**src/rtl/gcd_pkg.sv**
```systemverilog
// Shared types and constants for the GCD requester and its engine link.
package gcd_pkg;

  localparam int GCD_WIDTH = 16;
  localparam int DONE_HOLD = 2;

  typedef enum logic [2:0] {
    S_IDLE  = 3'd0,
    S_ISSUE = 3'd1,
    S_BUSY  = 3'd2,
    S_DRAIN = 3'd3,
    S_RESP  = 3'd4
  } state_e;

endpackage

```
**src/rtl/gcd_requester_if.sv**
```systemverilog
// Request, engine and response signals of the GCD requester.
interface gcd_requester_if
  #(parameter int WIDTH = gcd_pkg::GCD_WIDTH);

  logic             req_valid;
  logic             req_ready;
  logic [WIDTH-1:0] req_a;
  logic [WIDTH-1:0] req_b;
  logic             eng_start;
  logic [WIDTH-1:0] eng_a;
  logic [WIDTH-1:0] eng_b;
  logic             eng_done;
  logic [WIDTH-1:0] eng_gcd;
  logic             eng_rst_n;
  logic             res_valid;
  logic             res_ready;
  logic [WIDTH-1:0] res_gcd;
  logic             res_err;

  modport master (
    input  req_valid, req_a, req_b,
    input  eng_done, eng_gcd, res_ready,
    output req_ready, eng_start, eng_a, eng_b,
    output eng_rst_n, res_valid, res_gcd,
    output res_err
  );

  modport slave (
    output req_valid, req_a, req_b,
    output eng_done, eng_gcd, res_ready,
    input  req_ready, eng_start, eng_a, eng_b,
    input  eng_rst_n, res_valid, res_gcd,
    input  res_err
  );

endinterface

```
**src/rtl/gcd_req_watchdog.sv**
```systemverilog
// BUSY-time watchdog: cleared on load, counts while enabled,
// flags expiry once the count reaches TIMEOUT.
module gcd_req_watchdog #(
  parameter int TIMEOUT = 70000
) (
  input  logic clk,
  input  logic rst_n,
  input  logic load_i,
  input  logic en_i,
  output logic expire_o
);

  localparam int CW = $clog2(TIMEOUT + 1);

  logic [CW-1:0] cnt_q;

  assign expire_o = en_i && (cnt_q == CW'(TIMEOUT));

  always_ff @(posedge clk or negedge rst_n) begin
    if (!rst_n) begin
      cnt_q <= '0;
    end else if (load_i) begin
      cnt_q <= '0;
    end else if (en_i && !expire_o) begin
      cnt_q <= cnt_q + CW'(1);
    end
  end

endmodule

```
**src/rtl/gcd_requester.sv**
```systemverilog
// Initiator for the start/done GCD engine; zero operands bypass it.
// Optional BUSY watchdog: define GCD_REQ_TIMEOUT_EN.
module gcd_requester
  import gcd_pkg::*;
#(
  parameter int WIDTH   = GCD_WIDTH,
  parameter int TIMEOUT = 70000
) (
  input logic           clk,
  input logic           rst_n,
  gcd_requester_if.master bus
);

  state_e           state_q;
  logic [WIDTH-1:0] op_a_q;
  logic [WIDTH-1:0] op_b_q;
  logic [WIDTH-1:0] res_gcd_q;
  logic             req_ready_q;
  logic             eng_start_q;
  logic             res_valid_q;
  logic             res_err_q;
  logic             eng_rst_n_q;
  logic             expire;
  logic             zero_op;

  assign zero_op = (bus.req_a == '0)
                || (bus.req_b == '0);

`ifdef GCD_REQ_TIMEOUT_EN
  logic wd_load;
  logic wd_en;

  assign wd_load = (state_q == S_ISSUE);
  assign wd_en   = (state_q == S_BUSY);

  gcd_req_watchdog #(
    .TIMEOUT (TIMEOUT)
  ) u_wd (
    .clk      (clk),
    .rst_n    (rst_n),
    .load_i   (wd_load),
    .en_i     (wd_en),
    .expire_o (expire)
  );
`else
  localparam int unused_timeout = TIMEOUT;
  assign expire = 1'b0;
`endif

  assign bus.req_ready = req_ready_q;
  assign bus.eng_start = eng_start_q;
  assign bus.eng_a     = op_a_q;
  assign bus.eng_b     = op_b_q;
  assign bus.eng_rst_n = eng_rst_n_q;
  assign bus.res_valid = res_valid_q;
  assign bus.res_gcd   = res_gcd_q;
  assign bus.res_err   = res_err_q;

  always_ff @(posedge clk or negedge rst_n) begin
    if (!rst_n) begin
      state_q     <= S_IDLE;
      op_a_q      <= '0;
      op_b_q      <= '0;
      res_gcd_q   <= '0;
      req_ready_q <= 1'b1;
      eng_start_q <= 1'b0;
      res_valid_q <= 1'b0;
      res_err_q   <= 1'b0;
      eng_rst_n_q <= 1'b1;
    end else begin
      eng_start_q <= 1'b0;
      eng_rst_n_q <= 1'b1;
      unique case (state_q)
        S_IDLE: begin
          if (bus.req_valid) begin
            op_a_q      <= bus.req_a;
            op_b_q      <= bus.req_b;
            req_ready_q <= 1'b0;
            res_err_q   <= 1'b0;
            // The subtractive engine never ends on a zero operand
            if (zero_op) begin
              res_gcd_q   <= bus.req_a | bus.req_b;
              res_valid_q <= 1'b1;
              state_q     <= S_RESP;
            end else begin
              eng_start_q <= 1'b1;
              state_q     <= S_ISSUE;
            end
          end
        end
        S_ISSUE: begin
          state_q <= S_BUSY;
        end
        S_BUSY: begin
          if (bus.eng_done) begin
            res_gcd_q <= bus.eng_gcd;
            state_q   <= S_DRAIN;
          end else if (expire) begin
            eng_rst_n_q <= 1'b0;
            res_err_q   <= 1'b1;
            res_gcd_q   <= '0;
            res_valid_q <= 1'b1;
            state_q     <= S_RESP;
          end
        end
        S_DRAIN: begin
          if (!bus.eng_done) begin
            res_valid_q <= 1'b1;
            state_q     <= S_RESP;
          end
        end
        S_RESP: begin
          if (bus.res_ready) begin
            res_valid_q <= 1'b0;
            req_ready_q <= 1'b1;
            state_q     <= S_IDLE;
          end
        end
        default: begin
          res_valid_q <= 1'b0;
          req_ready_q <= 1'b1;
          state_q     <= S_IDLE;
        end
      endcase
    end
  end

endmodule
```
**src/flat_wrapper.sv**
```systemverilog
// flat-port wrapper written by rule: the top's interface ports become plain ports
module gcd_requester_flat import gcd_pkg::*;
#(
  parameter int WIDTH   = GCD_WIDTH,
  parameter int TIMEOUT = 70000
)
  (clk, rst_n, bus_req_valid, bus_req_a, bus_req_b, bus_eng_done, bus_eng_gcd, bus_res_ready, bus_req_ready, bus_eng_start, bus_eng_a, bus_eng_b, bus_eng_rst_n, bus_res_valid, bus_res_gcd, bus_res_err);
  gcd_requester_if #(.WIDTH(WIDTH)) bus_i ();
  input logic clk;
  input logic rst_n;
  input wire logic [$bits(bus_i.req_valid)-1:0] bus_req_valid;
  input wire logic [$bits(bus_i.req_a)-1:0] bus_req_a;
  input wire logic [$bits(bus_i.req_b)-1:0] bus_req_b;
  input wire logic [$bits(bus_i.eng_done)-1:0] bus_eng_done;
  input wire logic [$bits(bus_i.eng_gcd)-1:0] bus_eng_gcd;
  input wire logic [$bits(bus_i.res_ready)-1:0] bus_res_ready;
  output wire logic [$bits(bus_i.req_ready)-1:0] bus_req_ready;
  output wire logic [$bits(bus_i.eng_start)-1:0] bus_eng_start;
  output wire logic [$bits(bus_i.eng_a)-1:0] bus_eng_a;
  output wire logic [$bits(bus_i.eng_b)-1:0] bus_eng_b;
  output wire logic [$bits(bus_i.eng_rst_n)-1:0] bus_eng_rst_n;
  output wire logic [$bits(bus_i.res_valid)-1:0] bus_res_valid;
  output wire logic [$bits(bus_i.res_gcd)-1:0] bus_res_gcd;
  output wire logic [$bits(bus_i.res_err)-1:0] bus_res_err;
  assign bus_i.req_valid = bus_req_valid;
  assign bus_i.req_a = bus_req_a;
  assign bus_i.req_b = bus_req_b;
  assign bus_i.eng_done = bus_eng_done;
  assign bus_i.eng_gcd = bus_eng_gcd;
  assign bus_i.res_ready = bus_res_ready;
  assign bus_req_ready = bus_i.req_ready;
  assign bus_eng_start = bus_i.eng_start;
  assign bus_eng_a = bus_i.eng_a;
  assign bus_eng_b = bus_i.eng_b;
  assign bus_eng_rst_n = bus_i.eng_rst_n;
  assign bus_res_valid = bus_i.res_valid;
  assign bus_res_gcd = bus_i.res_gcd;
  assign bus_res_err = bus_i.res_err;
  gcd_requester #(.WIDTH(WIDTH), .TIMEOUT(TIMEOUT)) u_core (.clk(clk), .rst_n(rst_n), .bus(bus_i));
endmodule
```
**config.mk**
```make
export PLATFORM = sky130hd
export DESIGN_NAME = gcd_requester_flat
export DESIGN_NICKNAME = d
export VERILOG_FILES = /design/src/rtl/gcd_pkg.sv /design/src/rtl/gcd_requester_if.sv /design/src/rtl/gcd_req_watchdog.sv /design/src/rtl/gcd_requester.sv /design/src/flat_wrapper.sv
export SDC_FILE = /design/constraint.sdc
export NUM_CORES = 1
export LEC_CHECK = 0
export BUFFER_PORTS_ARGS = -buffer_cell sky130_fd_sc_hd__buf_2
export CAP_MARGIN = 5
export CORE_UTILIZATION = 28
export CTS_BUF_LIST = sky130_fd_sc_hd__clkbuf_8
export CTS_CLUSTER_DIAMETER = 100
export DETAILED_ROUTE_END_ITERATION = 6
export HOLD_SLACK_MARGIN = 0.08
export MAX_ROUTING_LAYER = met4
export PLACE_DENSITY = 0.48
export SYNTH_ARGS = -nofsm -noshare
export SYNTH_HDL_FRONTEND = slang
export SYNTH_SLANG_ARGS = --single-unit
```
**constraint.sdc**
```tcl
create_clock -name clk -period 2.1 [get_ports clk]
set_input_delay 0.315 -clock clk [delete_from_list [all_inputs] [get_ports clk]]
set_output_delay 0.315 -clock clk [all_outputs]
set_load 0.03 [all_outputs]
```
Word-level counts from Yosys, hierarchy flattened:

Index checks and enable logic that the tools add are counted.

* input bits: 53
* word-level logic and storage cells: 52
* register bits after elaboration: 54
* output and inout port bits: 53

* mux-type cells: 21
* eq/ne operators: 9
* reductions and logical operators: 12
* bitwise operators: 3

Operators with widths (count)
* 2-to-1 mux 16 bit: 3
* logical NOT 16 bit: 2
* case mux 16 bit (2 select lines): 1
* bitwise OR 16 bit: 1
* 2-to-1 mux 3 bit: 5
* case mux 3 bit (5 select lines): 1
* 2-to-1 mux 1 bit: 9
* != test 2 bit, second input constant: 4
* AND reduction 4 bit: 2
* == test 3 x 2 -> 1 bit, second input constant: 2
* AND reduction 5 bit: 1
* case mux 1 bit (4 select lines): 1
* == test 3 x 1 -> 1 bit, second input constant: 1
* == test 3 bit, second input constant: 1
* logical NOT 3 bit: 1
* case mux 1 bit (3 select lines): 1
* AND reduction 3 bit: 1
* OR reduction 3 bit: 1
* != test 2 x 1 -> 1 bit, second input constant: 1
* inverter 1 bit: 2
* AND reduction 2 bit: 1
* nonzero test 2 bit: 1
* OR reduction 2 bit: 1
* logical OR 1 bit: 1

Longest topological paths before layout:

Gate-level depths: netlist of the first run.

* depth after elaboration: 5
* mapped depth: 6

Worst setup path before layout of the first run:

Ideal clock, no wire load.

* path kind: reg2reg
* start point: reg u_core.state_q[0]
* end point: reg u_core.res_gcd_q[10] (netlist: u_core.bus.res_gcd[10])
* arrival time: 1752 ps
* period minus slack after synthesis: 1880 ps
* cell stages (with the launch flop): 7
* data required time: 1973 ps
* setup time: 127 ps
* path slack: 220 ps
* cells stage by stage: dfrtp_1 > buf_2 > nor4b_4 > a21oi_1 > a31oi_4 > buf_6 > mux2_1

* cells in the longest elaborated chain, start to end: 3
* elaborated cells between the ends (all ways): 8
* classes of those cells: eq/ne: 4; mux: 1; reduce/logical: 3

RTL lines
* start, declared: RTL line gcd_requester.sv:14 `state_e state_q;`
* start signal, assigned: RTL line gcd_requester.sv:61 `state_q <= S_IDLE;`
* start signal, assigned: RTL line gcd_requester.sv:84 `state_q <= S_RESP;`
* start signal, assigned: RTL line gcd_requester.sv:87 `state_q <= S_ISSUE;`
* == test 3 x 2 -> 1 bit or logical NOT 3 bit (tied branches): RTL line gcd_requester.sv:73 `unique case (state_q)`
* != test 2 bit (no line), or another cell as far along
* AND reduction 4 bit (no line)
* end signal, assigned: RTL line gcd_requester.sv:82 `res_gcd_q <= bus.req_a | bus.req_b;`
* end signal, assigned: RTL line gcd_requester.sv:96 `res_gcd_q <= bus.eng_gcd;`
* end, declared: RTL line gcd_requester.sv:17 `logic [WIDTH-1:0] res_gcd_q;`

Parallel ways exist; a longest one is shown, timed or not.
A chain may end at the register's enable or synchronous reset.

Worst setup path in the final report of the first run:

* start point: reg u_core.state_q[0]
* end point: reg u_core.res_gcd_q[15] (netlist: u_core.bus.res_gcd[15])

The elaborated chain is that of the path after synthesis.

==> metrics.txt, run 1 <==
classification of the worst-slack hold path in -> reg; largest driver fanout on the critical path 16; worst-path cell with the longest stage delay sky130_fd_sc_hd__dfrtp_1; per-cell routed wire length about 16 um; die span in x 94.8 um; maximum frequency from static timing analysis 543 MHz; post-cts resize count 0; core area about 8300 um^2; Reg area approximately 1400 um^2; Starting Density between 20% and 30%; Period Utilization, post-route 87.6%; total die area 8980 um^2; Clock transition at path regs approximately 0.10 ns; EDFF count, synth 0; Net Count, Synth 252; worst clock skew on the final layout between 0.006 and 0.007 ns; synthesized instance count 199; worst stage delay on the critical path 0.52 ns; number of max-slew violations in the final report 0; VDD IR max slightly above 0.0007 V; Final ANT Viol Nets 0; category of the critical setup timing path reg -> reg; Final Net Count 361; largest buffer count on any clock path 2; total clock buffers created by CTS 5; launching point of the worst reg2reg path u_core.state_q[0]; CP Capture Type flip-flop; post-detail-place hpwl around 4800 um; clock insertion delay at the later pin of the skew report a little over 0.3 ns; clock sink total 54; total via count after detailed routing 1,934; average instance area after synthesis between 10 and 15 um^2; placer congestion estimate 0.751; maximum number of pins on one net before global-route repair 33; Worst Reg-to-Reg Cells 5; vertical extent of the die about 95 um; DR DRC count 0; Hold Fails Final Rpt 0; setup repair after global routing missed its margin false; area taken by multi-input logic gates 982 um^2; Least-Margin Pin Slew 0.607 ns; fraction of layout instances using a drive strength above 1 between 50% and 60%; Port Buffers 103; origin of the worst min-delay path bus_req_valid; top cells by area in the synthesized netlist sky130_fd_sc_hd__dfrtp_1 (55%), sky130_fd_sc_hd__mux2_2 (18%), sky130_fd_sc_hd__mux2_1 (4.7%), sky130_fd_sc_hd__o21ai_0 (3.5%), sky130_fd_sc_hd__nor2_1 (3.0%); worst rel slew slack about three fifths; Congestion Overflow GR 0; worst setup slack for register-to-register paths 0.26 ns; minimum period implied by the final worst setup slack 1.84 ns; layout filler cell count 876; area delta synth->final 32.7%; highest-count cells in the layout ignoring fill and taps sky130_fd_sc_hd__buf_2 (103), sky130_fd_sc_hd__dfrtp_1 (53), sky130_fd_sc_hd__mux2_2 (38); hold-fix buffer count after cts 1; Worst R2R End u_core.bus.res_gcd[15]; CTS Root Cell sky130_fd_sc_hd__clkbuf_8; crit path cell chain nor4b_4, a21oi_1, a31oi_4, buf_12, mux2_2; number of register bits inferred by synthesis between 50 and 60; number of H-tree levels 2; number of primary I/O pins 106; proportion of register bits with asynchronous set or reset after synthesis 100%; number of max-capacitance violations reported 0; Total Wirelength 6430 um; Synth Flop Type sky130_fd_sc_hd__dfrtp_1; Worst Hold Endpoint u_core.bus.eng_start; post-synthesis sequential area ratio 56.1%; count of antenna diodes in the layout 0; top cell type by total area after synthesis sky130_fd_sc_hd__dfrtp_1; number of antenna violations at the first check in global routing 0; count of final setup violators 0; pwr dens 1700 nW/um^2; area share of the leading cell type in the synthesized netlist 55.0%; Post-CTS Setup Bufs 0; CTS tree built; status finished clean; summed negative setup slack over all endpoints 0 ns; aggregate global-route resource usage 15.7%; Cell Area, Synth around 2400 um^2; core utilization of the finished layout 38.7%; DR pass1 iterations 4; Worst Hold Depth 3; number of rows in the core area 33; nature of the critical path startpoint flip-flop; LEAKAGE 0.00148 uW; vias in the first global route 1,960; Yosys warning total 0; initial detailed-routing violation count 74; via density per instance 4.67; commonest non-fill, non-tap cell in the layout sky130_fd_sc_hd__buf_2; required time worst endpoint 2.30 ns; crit path DAT 2.04 ns; wire length of the first global-routing pass between 10,000 and 15,000 um; distinct cell type count after synthesis 28
==> flip-flops by register name, indices dropped and copies added (netlist names) <==
register	flops
u_core.bus.res_gcd	16
u_core.bus.eng_start	1
u_core.bus.req_ready	1
u_core.bus.eng_b	16
u_core.bus.res_valid	1
u_core.state_q	3
u_core.bus.eng_a	16
==> worst max-delay path: cells and delay by family (launching register included) <==
kind | cells | cell delay [ns]
buffers and inverters | 1 | 0.18
multiplexers | 1 | 0.34
flip-flops | 1 | 0.52
AO/OA/AOI/OAI | 2 | 0.30
AND/OR/NAND/NOR | 1 | 0.37
==> logic make-up (layout without fill, tap and decap cells) <==
group           count (synthesis)  count (layout)  share of synthesized area [%]
buf+inv                        16             126                           3.37
simple gates                   54              54                           11.2
other cells                     2               2                          0.312
flops                          54              54                           56.1
compound gates                 25              25                           6.54
mux                            48              48                           22.4
==> report_power, final <==
group	internal [uW]	switching [uW]	total [uW]
Clock	263	354	617
Combinational	1110	1820	2930
Sequential	1580	307	1880
Total	2950	2480	5430
==> area by class of cell <==
cell class	count	area share, %
clock buffer	6	2.58
clock inverter	2	0.274
inverter	4	0.469
multi-input combinational	129	30.7
sequential	54	42.3
tap	105	4.11
timing repair buffer	114	19.6
==> through the flow <==
step                cell area (um^2)  hold slack (ns)  worst slack, ns  power (uW)  std cells
global placement                3100            0.361          -0.0227        4850        405
finish                          3200            0.236            0.259        5430        414
global route                    3200            0.238            0.173        5810        414
detailed placement              3100            0.353          -0.0279        4880        405
CTS                             3200            0.230            0.252        5510        414
floorplan                       2410           0.0194            0.220        3960        199
==> synth_stat cells (all sizes together) (2+ instances only) <==
| cell | count |
|---|---|
| buf | 8 |
| mux2 | 48 |
| conb | 2 |
| nand2 | 17 |
| nor3 | 2 |
| nor2 | 19 |
| a21oi | 3 |
| inv | 4 |
| dfrtp | 53 |
| clkbuf | 4 |
| nand4 | 2 |
| o21ai | 17 |
| nor4 | 8 |
==> layer usage <==
metal	track usage [%]	vias up	routed length, um
met5	-	-	0
met1	21.2	944	3020
li1	-	910	-
met4	3.79	0	68
met3	4.11	5	463
met2	23.6	75	2870
==> worst max-delay path by stage <==
stage | start | end
CTS | u_core.state_q[0] | u_core.bus.res_gcd[15]
global placement | bus_req_b[9] | u_core.bus.res_gcd[15]
detailed placement | bus_req_b[9] | u_core.bus.res_gcd[4]
floorplan | u_core.state_q[0] | u_core.bus.res_gcd[10]
finish | u_core.state_q[0] | u_core.bus.res_gcd[15]
global route | u_core.state_q[0] | u_core.bus.res_gcd[13]
Power figures use the tool's default switching activity.
==> inputs of run 2 (changes only) <==
Settings changed: CORE_UTILIZATION 28 to 40, PLACE_DENSITY 0.48 to 0.65.
==> run 2 against run 1 <==
- fmax fell by 1.8%
- clock power rose by 9.7%
- highest routed layer unchanged
- via count fell by 2.3%
- sequential power barely moved
- sequential share of layout area rose by 0.76 points
- critical path type unchanged
- hold slack improved by 0.016 ns
- non-clock buffer count fell by 4
- setup slack got worse by 0.035 ns
==> metrics.txt, run 2 (synthesis gave the netlist of run 1 again) <==
status finished clean; crit path DAT 2.06 ns (+0.02 ns); Clk network pwr share 12.4% (+1.0 points); Final Net Count 357 (-1.1%); highest-count cells in the layout ignoring fill and taps sky130_fd_sc_hd__buf_2 (103), sky130_fd_sc_hd__dfrtp_1 (53), sky130_fd_sc_hd__mux2_2 (38); via density per instance 5.01 (+7.3%); Period Utilization, post-route 89.3% (+1.7 points); classification of the worst-slack hold path in -> reg; number of H-tree levels 2 (unchanged); Setup Slack @ Placement 0.0350 ns (+0.0630 ns); post-detail-place hpwl 4430 um (-7.2%); final design area excluding fillers 3140 um^2 (-1.8%); internal power 3040 uW (+3.1%); number of max-capacitance violations reported 0 (unchanged); vertical extent of the die 79.6 um (-16%); category of the critical setup timing path reg -> reg; Total Wirelength 5750 um (-10%); smallest setup slack after layout 0.225 ns (-0.0347 ns); number of max-slew violations in the final report 0 (unchanged); area taken by multi-input logic gates 982 um^2 (unchanged); core area 5640 um^2 (-32%); commonest non-fill, non-tap cell in the layout sky130_fd_sc_hd__buf_2; VDD IR max 0.000909 V (+28%); number of rows in the core area 27 (-18%); placer congestion estimate 0.827 (+10%); LEAKAGE 0.00147 uW (-0.83%); summed negative setup slack over all endpoints 0 ns (unchanged); Final ANT Viol Nets 0 (unchanged); total die area 6340 um^2 (-29%); number of antenna violations at the first check in global routing 0 (unchanged); largest buffer count on any clock path 2 (unchanged); total via count after detailed routing 1,890 (-2.3%); per-cell routed wire length 15.3 um (-1.7%); clock insertion delay at the later pin of the skew report 0.31 ns (about the same); count of antenna diodes in the layout 0 (unchanged); Post-CTS Setup Bufs 0 (unchanged); fraction of layout instances using a drive strength above 1 51.8% (-0.95 points); DR pass1 iterations 4 (unchanged); Hold Fails Final Rpt 0 (unchanged); worst clock skew on the final layout 0.00891 ns (+0.00218 ns); Congestion Overflow GR 0 (unchanged); number of primary I/O pins 106 (unchanged); part of the power in registers 34.5% (-0.2 points); CP Capture Type flip-flop; relative contribution of combinational cells to total power 53.2% (-0.8 points); count of final setup violators 0 (unchanged); largest driver fanout on the critical path 9 (-7); die span in x 79.6 um (-16%); area delta synth->final 30.4%; initial detailed-routing violation count 94 (+27%); CTS tree built; DR DRC count 0 (unchanged); worst rel slew slack 65.4% (+5.8 points); minimum period implied by the final worst setup slack 1.88 ns (+0.0347 ns); total clock buffers created by CTS 5 (unchanged); pwr dens 1740 nW/um^2 (+2.7%); Clock transition at path regs 0.09 ns (about the same); Reg area 1350 um^2 (unchanged); Switching Fraction 44.5% (-1.2 points); clock sink total 54 (unchanged); Port Buffers 103 (unchanged); Least-Margin Pin Slew 0.519 ns (-0.0873 ns); nature of the critical path startpoint flip-flop; aggregate global-route resource usage 19.9% (+4.2 points); CTS Root Cell sky130_fd_sc_hd__clkbuf_8; core utilization of the finished layout 55.7% (+17 points); NetSw 2440 uW (-1.7%); maximum frequency from static timing analysis 533 MHz (-1.8%); area post-placement 3030 um^2 (-2.3%); vias in the first global route 1,898 (-3.2%); Starting Density 42.7% (+14 points); required time worst endpoint 2.29 ns (about the same); maximum number of pins on one net before global-route repair 34 (+3.0%); layout filler cell count 533 (-39%); setup repair after global routing missed its margin false; wire length of the first global-routing pass 9250 um (-10%)
-- run 2: cell types whose count changed in the layout (fill, tap and decap cells not counted), sizes merged --
cell    change
buf         -4
inv         +1
clkbuf      -1
bufinv      +1
clkinv      -1
-- run 2: area by class of cell --
cell class	count	area share, %
Timing Repair Buffer	110	19.0
Clock buffer	5	2.19
Sequential cell	54	43.1
Multi-Input combinational cell	129	31.3
Tap cell	72	2.87
Clock inverter	3	1.19
Inverter	4	0.478
-- run 2: power groups by stage --
| stage | clock, uW | sequential [uW] | combinational [uW] |
|---|---|---|---|
| after floorplan | 0 | 2840 | 1130 |
| after global placement | 0 | 1900 | 2900 |
| after detailed placement | 0 | 1910 | 2950 |
| after CTS | 700 | 1900 | 2950 |
| after global routing | 733 | 1960 | 3120 |
| final | 677 | 1890 | 2910 |
-- run 2: critical path, stage by stage, from the launching register on --
cell                      delay, ns
sky130_fd_sc_hd__dfrtp_1       0.52
sky130_fd_sc_hd__nor4b_4       0.40
sky130_fd_sc_hd__a21oi_1       0.12
sky130_fd_sc_hd__a31oi_4       0.19
sky130_fd_sc_hd__buf_4         0.20
sky130_fd_sc_hd__mux2_1        0.33
-- run 2: path summary, 6_finish.rpt --
path,start,to,slack [ns],depth (start not counted)
hold / removal,bus_req_valid,u_core.bus.eng_start,0.25,3
max in group asynchronous,rst_n,u_core.bus.eng_b[2],1.04,3
hold reg to reg,u_core.bus.req_ready,u_core.bus.req_ready,0.49,2
setup / recovery,u_core.state_q[0],u_core.bus.res_gcd[13],0.22,5
min in group asynchronous,rst_n,u_core.bus.eng_b[10],0.51,2
setup reg to reg,u_core.state_q[0],u_core.bus.res_gcd[13],0.22,5
-- run 2: metrics by stage --
stage	power, uW	hold WS (ns)	instances
after floorplan	3960	0.0194	199
after global placement	4810	0.320	368
after detailed placement	4860	0.317	368
after CTS	5550	0.239	377
after global routing	5820	0.250	377
final	5480	0.252	377
-- run 2: timing repair --
item	in CTS	in global routing
endpoints found under the hold margin	20	0
gates resized for setup	0	0
hold buffers	1	0
-- run 2: routing by layer --
| metal | GRT usage (%) | part of all wire, % | vias to the layer above |
|---|---|---|---|
| met5 | - | 0 | - |
| met2 | 29.1 | 46 | 68 |
| met1 | 27.7 | 48 | 918 |
| met4 | 4.73 | 0.59 | 0 |
| li1 | - | - | 899 |
| met3 | 5.26 | 5.5 | 5 |
==> inputs of run 3 (changes only) <==
Settings changed: CELL_PAD_IN_SITES_DETAIL_PLACEMENT from default to 2, CELL_PAD_IN_SITES_GLOBAL_PLACEMENT from default to 2, CORE_ASPECT_RATIO from default to 0.5, CORE_UTILIZATION 40 to 30, PLACE_DENSITY 0.65 to 0.78.
==> run 3 against run 2 <==
- critical path depth is 2 lower
- sequential power about the same
- utilization shrank 13 points
- wire length is 31% higher
- register-to-register slack better by 0.04 ns
- cell count grew 11%
- die area grew 33%
- fmax is 2.4% higher
- count of clock-buffer cells in the layout up 1
- clock power down 10%
- non-clock buffer count rose by 5
- critical path type unchanged
- critical endpoint is now u_core.bus.eng_b[11]
- largest cell class unchanged
- highest routed layer unchanged
==> metrics.txt, run 3 (synthesis gave the netlist of run 1 again) <==
Worst Hold Endpoint u_core.bus.eng_start; CTS tree built; total clock buffers created by CTS 5 (unchanged); origin of the worst min-delay path bus_req_valid; largest driver fanout on the critical path 33 (+24); Post-CTS Setup Bufs 0 (unchanged); Worst Reg-to-Reg Cells 3 (-2); Port Buffers 103 (unchanged); LEAKAGE 0.00148 uW (+1.0%); status finished clean; wire length of the first global-routing pass 12,200 um (+32%); fraction of layout instances using a drive strength above 1 52.6% (+0.78 points); total via count after detailed routing 1,984 (+5.0%); Total Wirelength 7540 um (+31%); Clock transition at path regs 0.09 ns (about the same); nature of the critical path startpoint flip-flop; Hold Fails Final Rpt 0 (unchanged); worst hold-check slack 0.222 ns (-0.0302 ns); met2 routed wirelength 3940 um (+49%); Reg area 1350 um^2 (unchanged); number of max-slew violations in the final report 0 (unchanged); Final ANT Viol Nets 0 (unchanged); Worst Hold Depth 3 (unchanged); vertical extent of the die 65.4 um (-18%); initial detailed-routing violation count 36 (-62%); DR DRC count 0 (unchanged); aggregate global-route resource usage 20.1% (+0.16 points); post-detail-place hpwl 5880 um (+33%); launching point of the worst reg2reg path u_core.state_q[0]; summed negative setup slack over all endpoints 0 ns (unchanged); layout filler cell count 831 (+56%); placer congestion estimate 0.739 (-11%); total die area 8420 um^2 (+33%); length of routed wiring on met1 3210 um (+16%); worst rel slew slack 64.6% (-0.76 points); die span in x 129 um (+62%); via density per instance 4.75 (-5.3%); crit path DAT 2.04 ns (-0.02 ns); classification of the worst-slack hold path in -> reg; number of rows in the core area 22 (-19%); Starting Density 32.0% (-11 points); DR pass1 iterations 3 (-1); CP Capture Type flip-flop; category of the critical setup timing path reg -> reg; kind of cell with the highest combined delay on the critical path flip-flops; core area 7540 um^2 (+34%); Period Utilization, post-route 87.2% (-2.1 points); worst stage delay on the critical path 0.52 ns (about the same); area post-placement 3100 um^2 (+2.3%); minimum period implied by the final worst setup slack 1.83 ns (-0.0432 ns); number of primary I/O pins 106 (unchanged); Congestion Overflow GR 0 (unchanged); pwr dens 1730 nW/um^2 (-1.0%); largest buffer count on any clock path 2 (unchanged); worst-path cell with the longest stage delay sky130_fd_sc_hd__dfrtp_1; commonest non-fill, non-tap cell in the layout sky130_fd_sc_hd__buf_2; VDD IR max 0.000514 V (-43%); maximum number of pins on one net before global-route repair 34 (unchanged); crit path cell chain nor4b_4, buf_4, mux2_2; count of final setup violators 0 (unchanged); number of H-tree levels 2 (unchanged); met3 routed wirelength 239 um (-25%); number of antenna violations at the first check in global routing 0 (unchanged); Final Net Count 362 (+1.4%); critical path depth in cells 3 (-2); count of antenna diodes in the layout 0 (unchanged); maximum frequency from static timing analysis 546 MHz (+2.4%); per-cell routed wire length 18.0 um (+18%); setup repair after global routing missed its margin false; clock sink total 54 (unchanged); final design area excluding fillers 3200 um^2 (+1.7%); highest-count cells in the layout ignoring fill and taps sky130_fd_sc_hd__buf_2 (103), sky130_fd_sc_hd__dfrtp_1 (53), sky130_fd_sc_hd__mux2_2 (38); required time worst endpoint 2.31 ns (+0.02 ns); clock insertion delay at the later pin of the skew report 0.32 ns (about the same); area delta synth->final 32.6%; CTS Root Cell sky130_fd_sc_hd__clkbuf_8; worst setup slack for register-to-register paths 0.27 ns (+0.04 ns); number of max-capacitance violations reported 0 (unchanged); top layer reached by signal wires met4; Buf/Inv on CP 1 (unchanged); vias in the first global route 2,284 (+20%); Worst R2R End u_core.bus.eng_b[11]; worst clock skew on the final layout 0.00369 ns (-0.00521 ns); area taken by multi-input logic gates 982 um^2 (unchanged); Least-Margin Pin Slew 0.531 ns (+0.0114 ns)
run 3: cell types whose count changed in the layout (fill, tap and decap cells not counted), sizes merged:
| cell | before | now |
|---|---|---|
| buf | 109 | 114 |
| bufinv | 1 | 0 |
| clkbuf | 5 | 6 |
run 3: where the power goes:
part / switching [uW] / internal, uW / total [uW]
clock: 349 / 260 / 609
combinational: 1880 / 1120 / 3000
sequential: 332 / 1580 / 1910
run 3: worst max-delay path by stage:
stage / startpoint / endpoint / slack [ns]
2_1_floorplan: u_core.state_q[0] / u_core.bus.res_gcd[10] / 0.22
3_3_place_gp: bus_req_a[0] / u_core.bus.res_gcd[15] / 0.18
3_5_place_dp: bus_req_a[3] / u_core.bus.res_gcd[1] / 0.06
4_1_cts: u_core.state_q[0] / u_core.bus.eng_b[11] / 0.26
5_1_grt: u_core.state_q[0] / u_core.bus.eng_b[5] / 0.15
6_report: u_core.state_q[0] / u_core.bus.eng_b[11] / 0.27
run 3: repair_timing:
| action | in CTS | in global routing |
|---|---|---|
| resized for setup | 0 | 0 |
| hold endpoints to repair | 21 | 0 |
| endpoints found under the setup margin | 0 | 0 |
| hold buffers | 1 | 0 |
run 3: through the flow:
stage,instances,util [%],setup slack [ns],total power (uW)
floorplan,199,-,0.220,3960
global placement,409,41.0,0.177,4810
detailed placement,409,41.0,0.0643,4970
CTS,418,42.4,0.259,5600
global route,418,42.4,0.149,5860
finish,418,42.4,0.268,5520
run 3: layer usage:
layer	track usage (%)	up-vias
met5	-	-
met3	3.58	15
li1	-	911
met4	7.94	0
met2	35.9	50
met1	22.7	1008
run 3: cell type report:
type	instances	share of cell area (%)
timing repair buffer	115	19.4
clock buffer	6	2.58
inverter	4	0.470
tap	108	4.23
clock inverter	2	0.235
multi-input combinational	129	30.7
sequential	54	42.3
run 3: worst reg2reg max path, cell delays in order, from the launching register on:
cell and delay, ns:
sky130_fd_sc_hd__dfrtp_1 0.52, sky130_fd_sc_hd__nor4b_4 0.34, sky130_fd_sc_hd__buf_4 0.45, sky130_fd_sc_hd__mux2_2 0.42
